$ cat src/rtl/cond_flag_unit_pkg.sv
// Shared definitions for the condition/flag unit: condition-code encodings
// and the bit positions of each flag inside a 4-bit NZCV word.
// No logic lives here; everything is constants.
package cond_flag_unit_pkg;

  // ARM condition-code encodings
  localparam logic [3:0] COND_EQ = 4'h0;
  localparam logic [3:0] COND_NE = 4'h1;
  localparam logic [3:0] COND_CS = 4'h2;
  localparam logic [3:0] COND_CC = 4'h3;
  localparam logic [3:0] COND_MI = 4'h4;
  localparam logic [3:0] COND_PL = 4'h5;
  localparam logic [3:0] COND_VS = 4'h6;
  localparam logic [3:0] COND_VC = 4'h7;
  localparam logic [3:0] COND_HI = 4'h8;
  localparam logic [3:0] COND_LS = 4'h9;
  localparam logic [3:0] COND_GE = 4'hA;
  localparam logic [3:0] COND_LT = 4'hB;
  localparam logic [3:0] COND_GT = 4'hC;
  localparam logic [3:0] COND_LE = 4'hD;
  localparam logic [3:0] COND_AL = 4'hE;
  localparam logic [3:0] COND_NV = 4'hF;

  // Flag bit positions within a flag word
  localparam int FLAG_Z = 0;
  localparam int FLAG_C = 1;
  localparam int FLAG_N = 2;
  localparam int FLAG_V = 3;

endpackage

$ cat src/rtl/cond_flag_unit_cond_eval.sv
// Purpose: evaluate one 4-bit condition code against a 4-bit flag word.
// Latency: purely combinational.
// Backpressure: none; no state.
module cond_eval
  import cond_flag_unit_pkg::*;
(
  input  logic [3:0] cond_i,
  input  logic [3:0] flags_i,
  output logic       pass_o
);

  logic z, c, n, v;

  assign z = flags_i[FLAG_Z];
  assign c = flags_i[FLAG_C];
  assign n = flags_i[FLAG_N];
  assign v = flags_i[FLAG_V];

  // Decode the condition field into a single should-execute bit
  always_comb begin
    pass_o = 1'b0;
    case (cond_i)
      COND_EQ: pass_o = z;
      COND_NE: pass_o = !z;
      COND_CS: pass_o = c;
      COND_CC: pass_o = !c;
      COND_MI: pass_o = n;
      COND_PL: pass_o = !n;
      COND_VS: pass_o = v;
      COND_VC: pass_o = !v;
      COND_HI: pass_o = c && !z;
      COND_LS: pass_o = !c || z;
      COND_GE: pass_o = (n == v);
      COND_LT: pass_o = (n != v);
      COND_GT: pass_o = !z && (n == v);
      COND_LE: pass_o = z || (n != v);
      COND_AL: pass_o = 1'b1;
      default: pass_o = 1'b0;
    endcase
  end

endmodule

$ cat src/rtl/cond_flag_unit.sv
// Purpose: hold NZCV, evaluate LANES condition codes per cycle against the
// bypassed effective flags, and keep a bounded flag save/restore stack.
// Latency: 1 cycle cond_in -> exec_out. Backpressure: stall_in freezes all
// state; flush_in still clears valid_out/exec_out while stalled.
module cond_flag_unit
  import cond_flag_unit_pkg::*;
#(
  parameter int LANES      = 1,
  parameter int SAVE_DEPTH = 4
) (
  input  logic               clk,
  input  logic               reset,
  input  logic               stall_in,
  input  logic               flush_in,
  input  logic [LANES-1:0]   valid_in,
  input  logic [4*LANES-1:0] cond_in,
  input  logic               flag_we_in,
  input  logic [3:0]         flags_in,
  input  logic [3:0]         flag_mask_in,
  input  logic               save_in,
  input  logic               restore_in,
  output logic [3:0]         cpsr_out,
  output logic [LANES-1:0]   valid_out,
  output logic [LANES-1:0]   exec_out,
  output logic               stack_full_out,
  output logic               stack_empty_out,
  output logic               stack_err_out
);

  localparam int CW = $clog2(SAVE_DEPTH + 1);
  localparam int IW = (SAVE_DEPTH > 1) ? $clog2(SAVE_DEPTH) : 1;
  localparam logic [CW-1:0] DEPTH_C = CW'(SAVE_DEPTH);
  localparam logic [CW-1:0] ONE_C   = CW'(1);

  logic [3:0]       cpsr_q, cpsr_d;
  logic [LANES-1:0] valid_q, valid_d;
  logic [LANES-1:0] exec_q, exec_d;
  logic             err_q, err_d;
  logic [CW-1:0]    count_q, count_d;
  logic [3:0]       stack_q [SAVE_DEPTH];

  logic             full, empty, conflict, restore_ok, push_ok;
  logic [3:0]       stack_top, flags_wr, flags_eff;
  logic [LANES-1:0] pass;

  assign full      = (count_q == DEPTH_C);
  assign empty     = (count_q == '0);
  assign stack_top = stack_q[IW'(count_q - ONE_C)];

  // Combined save+restore is a conflict: neither happens, the write path wins
  assign conflict   = save_in && restore_in;
  assign restore_ok = restore_in && !conflict && !empty;
  assign push_ok    = save_in && !conflict && !full;

  // Effective flags for this cycle: successful restore, else masked write
  always_comb begin
    flags_wr  = (cpsr_q & ~flag_mask_in) | (flags_in & flag_mask_in);
    flags_eff = cpsr_q;
    if (restore_ok) begin
      flags_eff = stack_top;
    end else if (flag_we_in) begin
      flags_eff = flags_wr;
    end
  end

  // One evaluator per lane, all looking at the same effective flags
  for (genvar i = 0; i < LANES; i++) begin : g_lane
    cond_eval u_eval (
      .cond_i  (cond_in[4*i +: 4]),
      .flags_i (flags_eff),
      .pass_o  (pass[i])
    );
  end

  // Next-state for pipeline outputs, CPSR, stack count and sticky error
  always_comb begin
    valid_d = valid_in & ~{LANES{flush_in}};
    exec_d  = pass & valid_in & ~{LANES{flush_in}};
    cpsr_d  = flags_eff;
    err_d   = err_q | conflict | (save_in && full) | (restore_in && empty);
    count_d = count_q;
    if (push_ok) begin
      count_d = count_q + ONE_C;
    end else if (restore_ok) begin
      count_d = count_q - ONE_C;
    end
  end

  // State update; a stall holds everything except a flush of the outputs
  always_ff @(posedge clk or posedge reset) begin
    if (reset) begin
      cpsr_q  <= '0;
      valid_q <= '0;
      exec_q  <= '0;
      err_q   <= 1'b0;
      count_q <= '0;
      for (int i = 0; i < SAVE_DEPTH; i++) begin
        stack_q[i] <= '0;
      end
    end else if (!stall_in) begin
      cpsr_q  <= cpsr_d;
      valid_q <= valid_d;
      exec_q  <= exec_d;
      err_q   <= err_d;
      count_q <= count_d;
      if (push_ok) begin
        stack_q[IW'(count_q)] <= cpsr_q;
      end
    end else if (flush_in) begin
      valid_q <= '0;
      exec_q  <= '0;
    end
  end

  assign cpsr_out        = cpsr_q;
  assign valid_out       = valid_q;
  assign exec_out        = exec_q;
  assign stack_full_out  = full;
  assign stack_empty_out = empty;
  assign stack_err_out   = err_q;

endmodule

$ cat config.mk
export PLATFORM = sky130hd
export DESIGN_NAME = cond_flag_unit
export DESIGN_NICKNAME = d
export VERILOG_FILES = /design/src/rtl/cond_flag_unit_pkg.sv /design/src/rtl/cond_flag_unit_cond_eval.sv /design/src/rtl/cond_flag_unit.sv
export SDC_FILE = /design/constraint.sdc
export NUM_CORES = 1
export LEC_CHECK = 0
export ABC_AREA = 1
export CORE_AREA = 2 2 59 61
export CTS_BUF_LIST = sky130_fd_sc_hd__clkbuf_4
export DETAILED_ROUTE_END_ITERATION = 6
export DIE_AREA = 0 0 61 63
export PLACE_DENSITY_LB_ADDON = 0.08
export SLEW_MARGIN = 20
export SYNTH_ARGS = -nofsm -noshare
export SYNTH_HDL_FRONTEND = slang
export SYNTH_HIERARCHICAL = 1
export SYNTH_SLANG_ARGS = --single-unit
$ cat constraint.sdc
create_clock -name clk -period 5.9 [get_ports clk]
set_input_delay 1.18 -clock clk [delete_from_list [all_inputs] [get_ports clk]]
set_output_delay 1.18 -clock clk [all_outputs]
set_load 0.03 [all_outputs]
After elaboration in Yosys (flattened, before gate mapping) --
Cells that the tools add are included.
Storage, ports and cells: register bits after elaboration 26, output and inout port bits 9, logic and storage cells 84, bits of input ports 20
Operators by class: equal/unequal tests 18, add/subtract/negate cells 2, reductions and logical operators 24, mux-type cells 14, magnitude comparators 3, bitwise gates (word level) 14
Operators by type and width (count):
- equality test 4 bit, second input constant | 7
- two-way mux 4 bit | 5
- bitwise mux 16 bit | 1
- equality test 4 x 3 -> 1 bit, second input constant | 4
- one-hot mux 1 bit (15 select lines) | 1
- logical AND 1 bit | 10
- bitwise AND 4 bit | 2
- binary-select mux 4 bit (select 2 bit) | 1
- demux 4 bit (select 2 bit) | 1
- equality test 4 x 2 -> 1 bit, second input constant | 2
- zero test 1 bit | 7
- greater-or-equal comparator 3 bit, second input constant | 2
- two-way mux 3 bit | 2
- NOT 2 -> 3 bit | 2
- equality test 4 x 1 -> 1 bit, second input constant | 1
- zero test 4 bit | 1
- NOT 4 bit | 1
- OR 4 bit | 1
- AND reduction 2 bit | 2
- adder 3 x 1 -> 3 bit, second input constant | 1
- bitwise AND 1 bit | 3
- equality test 3 bit, second input constant | 1
- zero test 3 bit | 1
- < comparator 3 x 1 -> 1 bit, second input constant | 1
- 9 further kinds | 15

Depth between registers and ports, before layout --
Gate-level depths: netlist of the first run.
word-level depth 12, mapped depth 18, gate-level depth less buffers 17

Hierarchy --
Netlist of the first run, hierarchy kept.
Modules (own cells, without submodules):
- cond_flag_unit | area each 1488.9 um^2, cells each 197, times used 1
- cond_eval | area each 229.0 um^2, cells each 55, times used 1

Least setup slack after synthesis of the first run --
Ideal clock, no wire load.
path kind register -> output, from reg count_q[0], to out stack_empty_out, data required time 4720 ps, stages on the path, launching flop included 6, setup slack 3285 ps, arrival time 1435 ps, cells stage by stage dfrtp_1 > buf_2 > inv_2 > ha_1 > inv_1 > nor2_1
Between the ends: word-level cells in the longest chain between the ends 1
Ends and longest elaborated chain:
- from (decl) | RTL line cond_flag_unit.sv:39 | logic [CW-1:0] count_q, count_d;
- from (signal assigned) | RTL line cond_flag_unit.sv:105 | count_q <= count_d;
- zero test 3 bit | RTL line cond_flag_unit.sv:47 | assign empty = (count_q == '0);
- to (decl) | RTL line cond_flag_unit.sv:26 | output logic stack_empty_out,
Every way passes these cells.

Worst setup path in the final report of the first run --
Ends and elaborated chain as after synthesis.

==> out/summary.txt, run 1 <==
Grt ovf = 0
Worst setup path class = flop to output pin
Clock power share = 0.147
Dominant cells by area after synthesis = dfrtp_1, nand2_1, nand3_1
Row count = 21
R2r startpoint = count_q[0]
Synth async-reset ratio = 1.000
DIE AREA = 3843 um^2
Sequential share of power = 0.348
Ports = 29
Post-CTS Setup Bufs = 0
Final TNS setup = 0 ns
Status = complete, no violations
CORE AREA = 3232 um^2
Post-Syn Area = 1718 um^2
Largest net degree at the start of global routing = 27
Crit-path cells = inv_2 > ha_1 > inv_1 > nor2_1 > clkdlybuf4s50_1
Hold WC Path Type = flop to flop
Final ANT Viol Nets = 0
Power Internal = 476.2 uW
RSZ-0062 raised after global routing = false
Setup Viol. Count Final = 0
Placer Congestion = 0.9548
DRC = 0
Initial DRC Count = 80
Tcrit/Tclk final = 0.5865
Switching power = 372.7 uW
Slowest CP cell = clkdlybuf4s50_1
Final nets = 306
Combinational share of power = 0.504
Unique masters post-synth = 25
Mapped Cells = 252
Total track usage = 0.2052
Top cell type's share of synthesized area = 0.3787
Worst-path maximum fanout = 12
Clock root buffer = clkbuf_4
Yosys Warn Count = 6
Hold path start = stack_err_out
Post-synth top area cell = dfrtp_1
Switching Share = 0.4390
CTS-repair resized insts = 0
Worst VDD drop = 0.2339 mV
Vias = 1550
Fin crit period = 3.461 ns
DP HPWL = 2.843 mm
Crit path largest cell delay = 0.69 ns
Worst EP required = 4.72 ns
Port Buffers = 28
Final Max Slew Viols = 0
Buf/Inv on CP = 3
Via/cell ratio = 4.755
Drt wl/cell = 11.18 um
Place WS = 2.677 ns
Antenna Cells = 0
Clock Sinks = 26
WL final = 3.644 mm
Top-count cell post-synth = nand2_1
Fmax = 289.0 MHz
Clock buffer depth = 2
Drt pass-1 iters = 4
WP data arrival = 2.28 ns
Initial antenna violation count = 0
Syn avg cell area = 6.817 um^2
CP top delay family = buffers and inverters
CP startpoint kind = flop
Slew @ Worst Pin = 0.5483 ns
Hold buffer count at CTS = 0
Top FF cell, synth = dfrtp_1
Top post-synthesis cells by count = nand2_1, inv_1, nand3_1, dfrtp_1, o21ai_1
First-pass GRT wire length = 5.975 mm
CTS tree = yes
Final Worst Setup Slack = 2.439 ns
Final Hold Fails = 0
Seq cells post-synth = 26
Post-synth EDFFs = 0
Pwr Density = 407.5 nW/um^2
Seq/Total Area, Yosys = 0.3787
Die W = 61 um
Vias in the first global route = 1321
Area grow syn2layout = 21.27%
LEAKAGE = 1.075 nW
CTS clk-pin slew, worst paths = 0.15 ns
Worst Skew = 0.002184 ns
Total CTS buffers = 3
H-tree depth = 1
Worst relative slew slack = 0.6339
# fillers = 310
Total of max-cap violations = 0
Critical Path Source = count_q[0]
Initial core utilization = 0.5316
Clk_lat worst skew = 0.33 ns
Share of layout cells above drive strength 1 = 0.06429
Critical Path End Type = output pin
Die Ht = 63 um
Syn nets = 277
-- power groups by stage --
| stage | clock, mW | sequential, mW | combinational [mW] |
|---|---|---|---|
| floorplan | 0 | 0.298 | 0.319 |
| global placement | 0 | 0.297 | 0.425 |
| detailed placement | 0 | 0.299 | 0.429 |
| CTS | 0.127 | 0.295 | 0.431 |
| global route | 0.133 | 0.305 | 0.489 |
| finish | 0.125 | 0.296 | 0.428 |
-- final cells by class --
| cell class | instances | area, um^2 | share of cell area |
|---|---|---|---|
| multi-input combinational | 180 | 884.6 | 0.4246 |
| sequential | 26 | 650.6 | 0.3123 |
| timing repair buffer | 28 | 280.3 | 0.1345 |
| inverter | 42 | 157.7 | 0.07568 |
| tap | 46 | 57.56 | 0.02763 |
| clock inverter | 1 | 30.03 | 0.01441 |
| clock buffer | 3 | 22.52 | 0.01081 |
-- cells by family after synthesis --
kind of cell / Yosys count / synth area share
and+or+nand+nor: 150 / 0.3948
buffers and inverters: 46 / 0.1063
DFF: 26 / 0.3787
AOI/OAI and AO/OA: 22 / 0.06846
adders and majority gates: 5 / 0.03642
xor gates and xnor gates: 3 / 0.01530
-- per-layer routing --
| metal | vias to the layer above | GRT usage | wire, um |
|---|---|---|---|
| met5 | - | 0 | 0 |
| met4 | 0 | 0.04891 | 34 |
| met3 | 4 | 0.03727 | 156 |
| met2 | 30 | 0.2997 | 1612 |
| met1 | 675 | 0.3123 | 1840 |
| li1 | 841 | - | - |
-- state kept, by name, indices dropped and copies added, names as in the netlist --
register       flops
stack_q           16
cpsr_out           4
count_q            3
exec_out           1
stack_err_out      1
valid_out          1
-- final timing paths --
kind                            slack, ns              end  cells after the start
worst max-delay path                 2.44  stack_empty_out                      5
worst min-delay path                 0.48    stack_err_out                      1
worst max register to register       3.34         exec_out                     17
worst min register to register       0.48    stack_err_out                      1
max in group asynchronous            4.35      stack_q[11]                      2
min in group asynchronous            1.19        valid_out                      2
-- layout by cell type (no fill, tap or decap) --
cell type	count
nor2_8	1
dfrtp_1	26
nor2_2	1
o21ai_0	1
nand2_1	87
a31o_2	1
nand3_2	1
nand2_2	6
inv_1	38
nor3_1	1
nand3_4	1
clkdlybuf4s50_1	28
bufinv_16	1
nand3b_1	1
clkbuf_4	3
nand3_1	37
ha_1	5
nor2_1	10
and2_1	4
o21ai_2	1
xor2_1	3
clkinv_1	2
o21ai_1	16
a21oi_1	3
inv_2	2
-- through the flow --
step	std cells	total power [mW]	area, um^2	hold slack (ns)	utilization
after detailed placement	322	0.7277	2031	0.4560	0.6283
after global placement	322	0.7216	2031	0.4534	0.6283
after CTS	326	0.8531	2083	0.4881	0.6446
after global routing	326	0.9269	2083	0.5020	0.6446
after floorplan	252	0.6168	1718	0.4588	-
final	326	0.8489	2083	0.4821	0.6446
(Power assumes the default switching activity.)
==> run 2: changes to the inputs <==
==> constraint.sdc (replaced) <==
create_clock -name clk -period 3.6 [get_ports clk]
set_input_delay 0.72 -clock clk [delete_from_list [all_inputs] [get_ports clk]]
set_output_delay 0.72 -clock clk [all_outputs]
set_load 0.03 [all_outputs]
==> run 2 against run 1 <==
  * Sequential power grew 64%
  * Worst hold slack gained 0.0023 ns
  * Total power grew 64%
  * Combinational power grew 64%
  * Sequential cell count is the same
  * Global-route usage grew 0.80 points
  * Register-to-register slack lost 2.3 ns
  * Wire length grew 2.7%
  * Critical endpoint unchanged
==> out/summary.txt, run 2 (synthesis gave the netlist of run 1 again) <==
Worst-path maximum fanout = 12 (unchanged)
DIE AREA = 3843 um^2 (unchanged)
WP data arrival = 2.27 ns (about the same)
Antenna Cells = 0 (unchanged)
Critical Path Source = count_q[0]
Initial core utilization = 0.5316 (unchanged)
Row count = 21 (unchanged)
Total of max-cap violations = 0 (unchanged)
Largest net degree at the start of global routing = 27 (unchanged)
Clock Sinks = 26 (unchanged)
Clk_lat worst skew = 0.33 ns (about the same)
Hold buffer count at CTS = 0 (unchanged)
Hold Path End = stack_err_out
CTS clk-pin slew, worst paths = 0.15 ns (about the same)
Switching power = 615.0 uW (+65%)
H-tree depth = 1 (unchanged)
R2R Setup Slk = 1.03 ns (-2.31 ns)
Slew @ Worst Pin = 0.5541 ns (+0.005758 ns)
Clock root buffer = clkbuf_4
Initial antenna violation count = 0 (unchanged)
Post-CTS Setup Bufs = 0 (unchanged)
Area grow syn2layout = 21.27% (unchanged)
Die Ht = 63 um (unchanged)
R2r startpoint = count_q[0]
Setup Viol. Count Final = 0 (unchanged)
CP startpoint kind = flop
Critical Path End Type = output pin
Power, Total = 1.396 mW (+64%)
Hold path start = stack_err_out
Clock power share = 0.149 (+0.002)
Port Buffers = 28 (unchanged)
Share of layout cells above drive strength 1 = 0.06429 (unchanged)
Final Max Slew Viols = 0 (unchanged)
Fin crit period = 2.992 ns
Grt ovf = 0 (unchanged)
Die W = 61 um (unchanged)
Vias = 1571 (+1.4%)
Reg-to-Reg End = exec_out
CTS-repair resized insts = 0 (unchanged)
Status = complete, no violations
Via/cell ratio = 4.819 (+1.4%)
Drt pass-1 iters = 4 (unchanged)
Worst relative slew slack = 0.6301 (-0.003844)
Worst setup path class = flop to output pin
Tcrit/Tclk final = 0.8312
Hold WC Path Type = flop to flop
DP HPWL = 2.872 mm (+1.0%)
Pwr Density = 670.1 nW/um^2 (+64%)
Hold path cells = 1 (unchanged)
R2R cell count = 17 (unchanged)
LEAKAGE = 1.075 nW (unchanged)
Final Hold Fails = 0 (unchanged)
First-pass GRT wire length = 6.285 mm (+5.2%)
Combinational share of power = 0.504 (about the same)
Worst EP required = 2.88 ns (-1.84 ns)
CTS tree = yes
Clock buffer depth = 2 (unchanged)
WL final = 3.743 mm (+2.7%)
Ports = 29 (unchanged)
Total CTS buffers = 3 (unchanged)
Final nets = 306 (unchanged)
Final ANT Viol Nets = 0 (unchanged)
Power Internal = 780.9 uW (+64%)
Placer Congestion = 0.9548 (unchanged)
RSZ-0062 raised after global routing = false
Fmax = 334.2 MHz
CORE AREA = 3232 um^2 (unchanged)
Largest register FFs = 16 (unchanged)
Worst VDD drop = 0.3670 mV (+57%)
Worst Skew = 0.006210 ns (+0.004026 ns)
Total track usage = 0.2132 (+0.008010)
Switching Share = 0.4406 (+0.001587)
Commonest non-fill, non-tap cells in the layout = nand2_1, inv_1, nand3_1
Initial DRC Count = 71 (-11%)
Largest Register = stack_q
DRC = 0 (unchanged)
Final TNS setup = 0 ns (unchanged)
Sequential share of power = 0.348 (about the same)
Commonest non-fill, non-tap cell in the layout = nand2_1
Vias in the first global route = 1410 (+6.7%)
Drt wl/cell = 11.48 um (+2.7%)
## run 2: critical path: stages, from the launching register on
cell             delay [ns]
dfrtp_1                0.54
inv_2                  0.23
ha_1                   0.27
inv_1                  0.05
nor2_1                 0.14
clkdlybuf4s50_1        0.70
## run 2: routing by layer
metal,vias up,track usage,wire [um]
li1,842,-,-
met1,704,0.3123,1895
met2,23,0.3293,1695
met3,2,0.04348,132
met4,0,0.03261,19
met5,-,0,0
## run 2: area by class of cell
cell class                 count  area (um^2)
clock buffer                   3        22.52
clock inverter                 1        30.03
fill                         303         1149
inverter                      42        157.7
multi-input combinational    180        884.6
sequential                    26        650.6
tap                           46        57.56
timing repair buffer          28        280.3
## run 2: how the worst max path moves through the flow
stage | cells after the start | slack (ns) | end
6_report | 5 | 0.61 | stack_empty_out
3_5_place_dp | 16 | 0.81 | exec_out
4_1_cts | 5 | 0.60 | stack_empty_out
5_1_grt | 5 | 0.45 | stack_empty_out
2_1_floorplan | 17 | 1.07 | exec_out
3_3_place_gp | 16 | 0.83 | exec_out
## run 2: power groups by stage
stage	sequential (mW)	combinational, mW	clock, mW
2_1_floorplan	0.488	0.523	0
3_3_place_gp	0.486	0.696	0
3_5_place_dp	0.489	0.704	0
4_1_cts	0.484	0.708	0.211
5_1_grt	0.502	0.804	0.221
6_report	0.485	0.703	0.207
## run 2: through the flow
stage                     area, um^2  cells    util  hold slack, ns  setup slack [ns]
after floorplan                 1718    252       -          0.4588             1.070
after global placement          2031    322  0.6283          0.4534            0.8304
after detailed placement        2031    322  0.6283          0.4560            0.8132
after CTS                       2083    326  0.6446          0.4895            0.6045
after global routing            2083    326  0.6446          0.5027            0.4463
final                           2083    326  0.6446          0.4844            0.6077
